[config.mk]
export PLATFORM = sky130hd
export DESIGN_NAME = bus_slave_sel_flat
export DESIGN_NICKNAME = d
export VERILOG_FILES = /design/src/rtl/bus_slave_sel_pkg.sv /design/src/rtl/bus_slave_sel_if.sv /design/src/rtl/bus_slave_sel_wait_timer.sv /design/src/rtl/bus_slave_sel.sv /design/src/flat_wrapper.sv
export SDC_FILE = /design/constraint.sdc
export NUM_CORES = 1
export LEC_CHECK = 0
export CAP_MARGIN = 25
export CORE_UTILIZATION = 30
export DETAILED_ROUTE_END_ITERATION = 10
export GPL_TIMING_DRIVEN = 0
export PLACE_DENSITY = 0.64
export SYNTH_ARGS = -nofsm -noshare
export SYNTH_HDL_FRONTEND = slang
export SYNTH_SLANG_ARGS = --single-unit
[constraint.sdc]
create_clock -name clk -period 2.5 [get_ports clk]
set_input_delay 0.5 -clock clk [delete_from_list [all_inputs] [get_ports clk]]
set_output_delay 0.5 -clock clk [all_outputs]
set_load 0.01 [all_outputs]
[src/rtl/bus_slave_sel_pkg.sv]
`default_nettype none
// ============================================================================
// Module   : bus_slave_sel_pkg
// Purpose  : Shared constants, FSM encoding and helpers for the slave selector.
// Revision : 1.0 - initial release
// ============================================================================
package bus_slave_sel_pkg;

   localparam logic c_enable_         = 1'b0;
   localparam logic c_disable_        = 1'b1;
   localparam int   c_bus_addr_width  = 16;

   typedef enum logic [1:0] {
      BSS_IDLE   = 2'd0,
      BSS_ACCESS = 2'd1,
      BSS_ERR    = 2'd2,
      BSS_DONE   = 2'd3
   } bss_state_e;

   // Never returns less than 1 so derived vectors stay legal for tiny values.
   function automatic int clog2(input int value);
      int r;
      r = 0;
      while ((1 << r) < value) begin
         r = r + 1;
      end
      return (r == 0) ? 1 : r;
   endfunction

endpackage : bus_slave_sel_pkg
`default_nettype wire

[src/rtl/bus_slave_sel_if.sv]
`default_nettype none
// ============================================================================
// Module   : bus_slave_sel_if
// Purpose  : Master request / slave select signal bundle for bus_slave_sel.
// Revision : 1.0 - initial release
// ============================================================================
interface bus_slave_sel_if
   import bus_slave_sel_pkg::*;
#(
   parameter int ADDR_W = c_bus_addr_width,
   parameter int CH_NUM = 4
);
   logic              as_;
   logic [ADDR_W-1:0] addr;
   logic [CH_NUM-1:0] cs_;
   logic [CH_NUM-1:0] slv_rdy_;
   logic              rdy_;
   logic              bus_err;
   logic              busy;

   // Selector-side view: the decoder itself.
   modport slave (
      input  as_,
      input  addr,
      input  slv_rdy_,
      output cs_,
      output rdy_,
      output bus_err,
      output busy
   );

   // Environment-side view: bus master plus slave array.
   modport master (
      output as_,
      output addr,
      output slv_rdy_,
      input  cs_,
      input  rdy_,
      input  bus_err,
      input  busy
   );

endinterface : bus_slave_sel_if
`default_nettype wire

[src/rtl/bus_slave_sel_wait_timer.sv]
`default_nettype none
// ============================================================================
// Module   : bus_wait_timer
// Purpose  : Saturating wait-cycle counter; flags when TIMEOUT-1 is reached.
// Revision : 1.0 - initial release
// ============================================================================
module bus_wait_timer
   import bus_slave_sel_pkg::*;
#(
   parameter int TIMEOUT = 16
) (
   input  wire  clk,
   input  wire  reset,
   input  logic clear,
   input  logic enable,
   output logic expired
);

   localparam int             CNT_W  = clog2(TIMEOUT);
   localparam logic [CNT_W-1:0] c_last = CNT_W'(TIMEOUT - 1);

   logic [CNT_W-1:0] count_q;
   logic [CNT_W-1:0] count_d;

   // Holds at the last value so a late ready can never see a wrapped count.
   always_comb begin
      count_d = count_q;
      if (clear) begin
         count_d = '0;
      end else if (enable && (count_q != c_last)) begin
         count_d = count_q + 1'b1;
      end
   end

   always_ff @(posedge clk) begin
      if (reset) begin
         count_q <= '0;
      end else begin
         count_q <= count_d;
      end
   end

   assign expired = (count_q == c_last);

endmodule : bus_wait_timer
`default_nettype wire

[src/rtl/bus_slave_sel.sv]
`default_nettype none
// ============================================================================
// Module   : bus_slave_sel
// Purpose  : Registered chip-select decoder with ready return and bus timeout.
// Revision : 1.0 - initial release
// ============================================================================
module bus_slave_sel
   import bus_slave_sel_pkg::*;
#(
   parameter int ADDR_W  = c_bus_addr_width,
   parameter int CH_NUM  = 4,
   parameter int SEL_MSB = 9,
   parameter int TIMEOUT = 16
) (
   input  wire           clk,
   input  wire           reset,
   bus_slave_sel_if.slave bus
);

   localparam int                SEL_W     = clog2(CH_NUM);
   localparam logic [CH_NUM-1:0] c_cs_idle = {CH_NUM{c_disable_}};

   bss_state_e        state_q,   state_d;
   logic [SEL_W-1:0]  idx_q,     idx_d;
   logic [CH_NUM-1:0] cs_q,      cs_d;
   logic              rdy_q,     rdy_d;
   logic              bus_err_q, bus_err_d;
   logic              busy_q,    busy_d;

   logic [SEL_W-1:0]  w_sel;
   logic [CH_NUM-1:0] w_cs_decode;
   logic              w_timer_clear;
   logic              w_timer_enable;
   logic              w_timer_expired;

   assign w_sel = bus.addr[SEL_MSB -: SEL_W];

   always_comb begin
      w_cs_decode        = c_cs_idle;
      w_cs_decode[w_sel] = c_enable_;
   end

   bus_wait_timer #(
      .TIMEOUT (TIMEOUT)
   ) u_wait_timer (
      .clk     (clk),
      .reset   (reset),
      .clear   (w_timer_clear),
      .enable  (w_timer_enable),
      .expired (w_timer_expired)
   );

   // Priority inside ACCESS: abort, then ready, then timeout.
   always_comb begin
      state_d        = state_q;
      idx_d          = idx_q;
      cs_d           = cs_q;
      rdy_d          = c_disable_;
      bus_err_d      = 1'b0;
      busy_d         = busy_q;
      w_timer_clear  = 1'b0;
      w_timer_enable = 1'b0;

      case (state_q)
         BSS_IDLE: begin
            if (bus.as_ == c_enable_) begin
               idx_d         = w_sel;
               cs_d          = w_cs_decode;
               busy_d        = 1'b1;
               w_timer_clear = 1'b1;
               state_d       = BSS_ACCESS;
            end
         end

         BSS_ACCESS: begin
            if (bus.as_ == c_disable_) begin
               cs_d    = c_cs_idle;
               busy_d  = 1'b0;
               state_d = BSS_IDLE;
            end else if (bus.slv_rdy_[idx_q] == c_enable_) begin
               cs_d    = c_cs_idle;
               rdy_d   = c_enable_;
               state_d = BSS_DONE;
            end else if (w_timer_expired) begin
               cs_d      = c_cs_idle;
               rdy_d     = c_enable_;
               bus_err_d = 1'b1;
               state_d   = BSS_ERR;
            end else begin
               w_timer_enable = 1'b1;
            end
         end

         BSS_ERR: begin
            state_d = BSS_DONE;
         end

         BSS_DONE: begin
            if (bus.as_ == c_disable_) begin
               busy_d  = 1'b0;
               state_d = BSS_IDLE;
            end
         end

         default: begin
            cs_d    = c_cs_idle;
            busy_d  = 1'b0;
            state_d = BSS_IDLE;
         end
      endcase
   end

   always_ff @(posedge clk) begin
      if (reset) begin
         state_q   <= BSS_IDLE;
         idx_q     <= '0;
         cs_q      <= c_cs_idle;
         rdy_q     <= c_disable_;
         bus_err_q <= 1'b0;
         busy_q    <= 1'b0;
      end else begin
         state_q   <= state_d;
         idx_q     <= idx_d;
         cs_q      <= cs_d;
         rdy_q     <= rdy_d;
         bus_err_q <= bus_err_d;
         busy_q    <= busy_d;
      end
   end

   assign bus.cs_     = cs_q;
   assign bus.rdy_    = rdy_q;
   assign bus.bus_err = bus_err_q;
   assign bus.busy    = busy_q;

endmodule : bus_slave_sel
`default_nettype wire

[src/flat_wrapper.sv]
// flat-port wrapper written by rule: the top's interface ports become plain ports
module bus_slave_sel_flat import bus_slave_sel_pkg::*;
#(
   parameter int ADDR_W  = c_bus_addr_width,
   parameter int CH_NUM  = 4,
   parameter int SEL_MSB = 9,
   parameter int TIMEOUT = 16
)
  (clk, reset, bus_as_, bus_addr, bus_slv_rdy_, bus_cs_, bus_rdy_, bus_bus_err, bus_busy);
  bus_slave_sel_if #(.ADDR_W(ADDR_W), .CH_NUM(CH_NUM)) bus_i ();
  input  wire clk;
  input  wire reset;
  input wire logic [$bits(bus_i.as_)-1:0] bus_as_;
  input wire logic [$bits(bus_i.addr)-1:0] bus_addr;
  input wire logic [$bits(bus_i.slv_rdy_)-1:0] bus_slv_rdy_;
  output wire logic [$bits(bus_i.cs_)-1:0] bus_cs_;
  output wire logic [$bits(bus_i.rdy_)-1:0] bus_rdy_;
  output wire logic [$bits(bus_i.bus_err)-1:0] bus_bus_err;
  output wire logic [$bits(bus_i.busy)-1:0] bus_busy;
  assign bus_i.as_ = bus_as_;
  assign bus_i.addr = bus_addr;
  assign bus_i.slv_rdy_ = bus_slv_rdy_;
  assign bus_cs_ = bus_i.cs_;
  assign bus_rdy_ = bus_i.rdy_;
  assign bus_bus_err = bus_i.bus_err;
  assign bus_busy = bus_i.busy;
  bus_slave_sel #(.ADDR_W(ADDR_W), .CH_NUM(CH_NUM), .SEL_MSB(SEL_MSB), .TIMEOUT(TIMEOUT)) u_core (.clk(clk), .reset(reset), .bus(bus_i));
endmodule
==> results.tsv <==
stage	metric	value	unit
global_route	grt_pass1_vias	621	
worst_setup_path	crit_fanout	7	
pwr	power-per-cell-area	505	mW/mm²
timing	fin_tns_setup	0	ns
placed_design	place_ws	0.396	ns
synthesis	synth_area_leader_cell	dfxtp_1	
floorplanning	initial_utilization	32.1	%
route	wirelength	1470	µm
synthesis	async_flop_share	0	%
clock_network	clk_latency	0.29	ns
synthesis	synthCells	79	
final_layout	fillers	236	
clock_network	cts_resized	0	
floorplanning	io_pins	30	
floorplanning	fp-row-count	17	
final_layout	nets	123	
synthesis	ys_warn_count	0	
pwr	p_switching	0.125	mW
clock_network	cts_hold_buf	0	
worst_setup_path	path_cells	clkdlybuf4s50_1, mux4_2, and3_4, or3_1	
pwr	pwr-share-seq	53.6	%
floorplanning	die_w	51.1	µm
clock_network	cts.sinks	15	
worst_setup_path	reg2reg_slack	0.90	ns
clock_network	post-cts-setup-buffer-count	0	
synthesis	synthesis.nets	103	
synthesis	ys.flop_type	dfxtp_1	
route	post_drt_wl_per_cell	11.7	µm
timing	grt_setup_unrepaired	no	
global_route	overflow	0	
timing	relSlewSlack	74.6	%
route	post_drt_via_cell_ratio	5.19	
worst_setup_path	r2r-end	u_core.bus.rdy_$_SDFF_PP1_	
global_route	grt_pass1_wl	2680	µm
route	drtAntennaViolNets	0	
flow_run	maxCapViolations	0	
timing	worst_slack	0.689	ns
worst_setup_path	timing.rr.start	u_core.idx_q[0]$_SDFFE_PP0P_	
synthesis	avgSynthCellArea	9.17	µm²
global_route	antenna_found_initial	0	
clock_network	numCtsBuffers	3	
synthesis	yosysUniqueCellTypes	31	
timing	clock.fmax	552	MHz
timing	period_minus_slack	1.81	ns
timing	drv_slew	0	
pwr	power.leakage	0.368	nW
pwr	swShare	26.4	%
route	remaining_drc_errors	0	
route	drt-initial-drc-count	14	
final_layout	fin_util	41.6	%
final_layout	drive_gt1_share	12.2	%
worst_setup_path	path_delay_family	multiplexers	
placed_design	io_buffers	15	
placed_design	dp_hpwl	1080	µm
final_layout	seq_area	300	µm²
final_layout	multi_input_area	382	µm²
global_route	grt_max_degree	11	
worst_setup_path	arrival	1.98	ns
worst_setup_path	endpoint_kind	flop	
worst_setup_path	cp_num_buf_inv	1	
pwr	comb_power_share	17.0	%
timing	finalSetupViolCount	0	
synthesis	synth-seq-cells	15	
final_layout	antenna_cells	0	
route	routed-via-count	654	
timing	clock-skew-final	0.00851	ns
hold_path	min-delay-path-class	flop to flop	
timing	tightest_slew	0.378	ns
clock_network	cts_tree	yes	
floorplanning	die_h	51.1	µm
worst_setup_path	slowest_delay	0.56	ns
clock_network	cts_max_level	1	
hold_path	hp-start	u_core.idx_q[1]$_SDFFE_PP0P_	
synthesis	synth-edff-count	0	
final_layout	area_delta_synth_final	29.4	%
clock_network	clk_pin_slew	0.09	ns
pwr	total_power	0.473	mW
worst_setup_path	cp-start-kind	primary input	
run_status	status	completed	
pwr	clockPowerShare	29.4	%
placed_design	place_congestion	0.730	
timing	fin_crit_sh	72.5	%
pwr	peakVddDrop	209	µV
synthesis	netlist_top_cells_area	dfxtp_1, mux2i_1, o311ai_1, or3_1, nand3_1	
timing	hold_viol	0	
clock_network	cts_root_buf	clkbuf_4	
hold_path	holdPathEnd	u_core.idx_q[1]$_SDFFE_PP0P_	
worst_setup_path	slowest_stage	mux4_2	
synthesis	synth_area	724	µm²
pwr	power.internal	0.348	mW
floorplanning	core_area	0.00225	mm²
synthesis	synth_top_area_share	41.5	%
hold_path	whs_path_depth	2	
worst_setup_path	worst_r2r_path_depth	3	
clock_network	cts.path.max_buffers	2	
worst_setup_path	critical_path_required	2.67	ns
route	firstDrtPassIters	4	
synthesis	yosysSeqAreaShare	41.5	%
floorplanning	fp.dieArea	0.00262	mm²
worst_setup_path	critPathKind	primary input to flop	
global_route	grtUsageTotal	13.6	%
## tightest hold or removal path, stage by stage, from the launching register on
cell and delay [ns]:
dfxtp_1 0.32, nand2_1 0.05, a21oi_1 0.06
## cell usage after synthesis (2+ instances only)
cell / count
o311ai_1: 4
nor3_1: 2
nand4_1: 2
inv_1: 4
o21ai_0: 3
nor2_1: 5
dfxtp_1: 15
nand3_1: 6
nand2_1: 4
mux2i_1: 4
o21ai_1: 2
a21oi_1: 5
or3_1: 5
## state kept, by name, indices dropped and copies added (netlist names), named ones only
signal and flops:
u_core.state_q 1, u_core.bus.cs_ 4, u_core.bus.rdy_ 1, u_core.idx_q 2, u_core.bus.busy 1, u_core.bus.bus_err 1, u_core.u_wait_timer.count_q 4
## power groups by stage
stage                     clock [mW]  combinational, mW  sequential (mW)
final                          0.139             0.0803            0.254
after global routing           0.158             0.0887            0.255
after CTS                      0.146             0.0806            0.254
after detailed placement           0             0.0802            0.259
after global placement             0             0.0801            0.259
after floorplan                    0             0.0476            0.260
## kinds of logic after synthesis
family          count (synthesis)  share of synthesized area, %
compound gates                 18                          16.1
fa+ha+maj                       1                          1.73
mux                             5                          8.64
buf+inv                         8                          5.87
simple gates                   32                          26.3
flops                          15                          41.5
## worst max-delay path by stage
stage | end | start | cells past startpoint
after floorplan | u_core.bus.rdy_$_SDFF_PP1_ | bus_slv_rdy_[3] | 3
after global placement | u_core.bus.rdy_$_SDFF_PP1_ | bus_slv_rdy_[3] | 4
after detailed placement | u_core.bus.rdy_$_SDFF_PP1_ | bus_slv_rdy_[3] | 4
after CTS | u_core.bus.rdy_$_SDFF_PP1_ | bus_slv_rdy_[0] | 4
after global routing | u_core.bus.cs_[3]$_SDFFE_PP1P_ | bus_slv_rdy_[0] | 4
final | u_core.bus.rdy_$_SDFF_PP1_ | bus_slv_rdy_[3] | 4
## layer usage
metal	vias up	part of all wire [%]	global-route usage [%]
met3	4	2.1	1.79
met4	0	2.0	6.94
met5	-	0	0
met2	11	45	21.3
li1	336	-	-
met1	303	50	18.0
## metrics by stage
stage	cell area, µm²	std cells	hold WS [ns]
after global placement	910	122	0.451
after floorplan	724	79	0.441
after global routing	937	126	0.486
final	937	126	0.472
after CTS	937	126	0.475
after detailed placement	910	122	0.459
## cells in the final DEF, fill, tap and decap left out, types with 2 or more instances in the layout
cell type / instances
nand2_1: 4
nand4_1: 2
or3_1: 5
a21oi_1: 5
o311ai_1: 4
clkdlybuf4s50_1: 15
o21ai_0: 3
dfxtp_1: 15
nor2_1: 5
nand3_1: 6
inv_1: 4
mux2i_1: 4
o21ai_1: 2
nor3_1: 2
clkbuf_4: 3
## final cells by class
cell class	count	share of cell area, %
multi-input combinational	56	40.7
sequential	15	32.0
timing repair buffer	15	16.0
tap	28	3.74
buffer	4	2.94
clock buffer	3	2.40
inverter	4	1.60
clock inverter	1	0.534
Note: power is estimated with default switching activity, not from simulation.
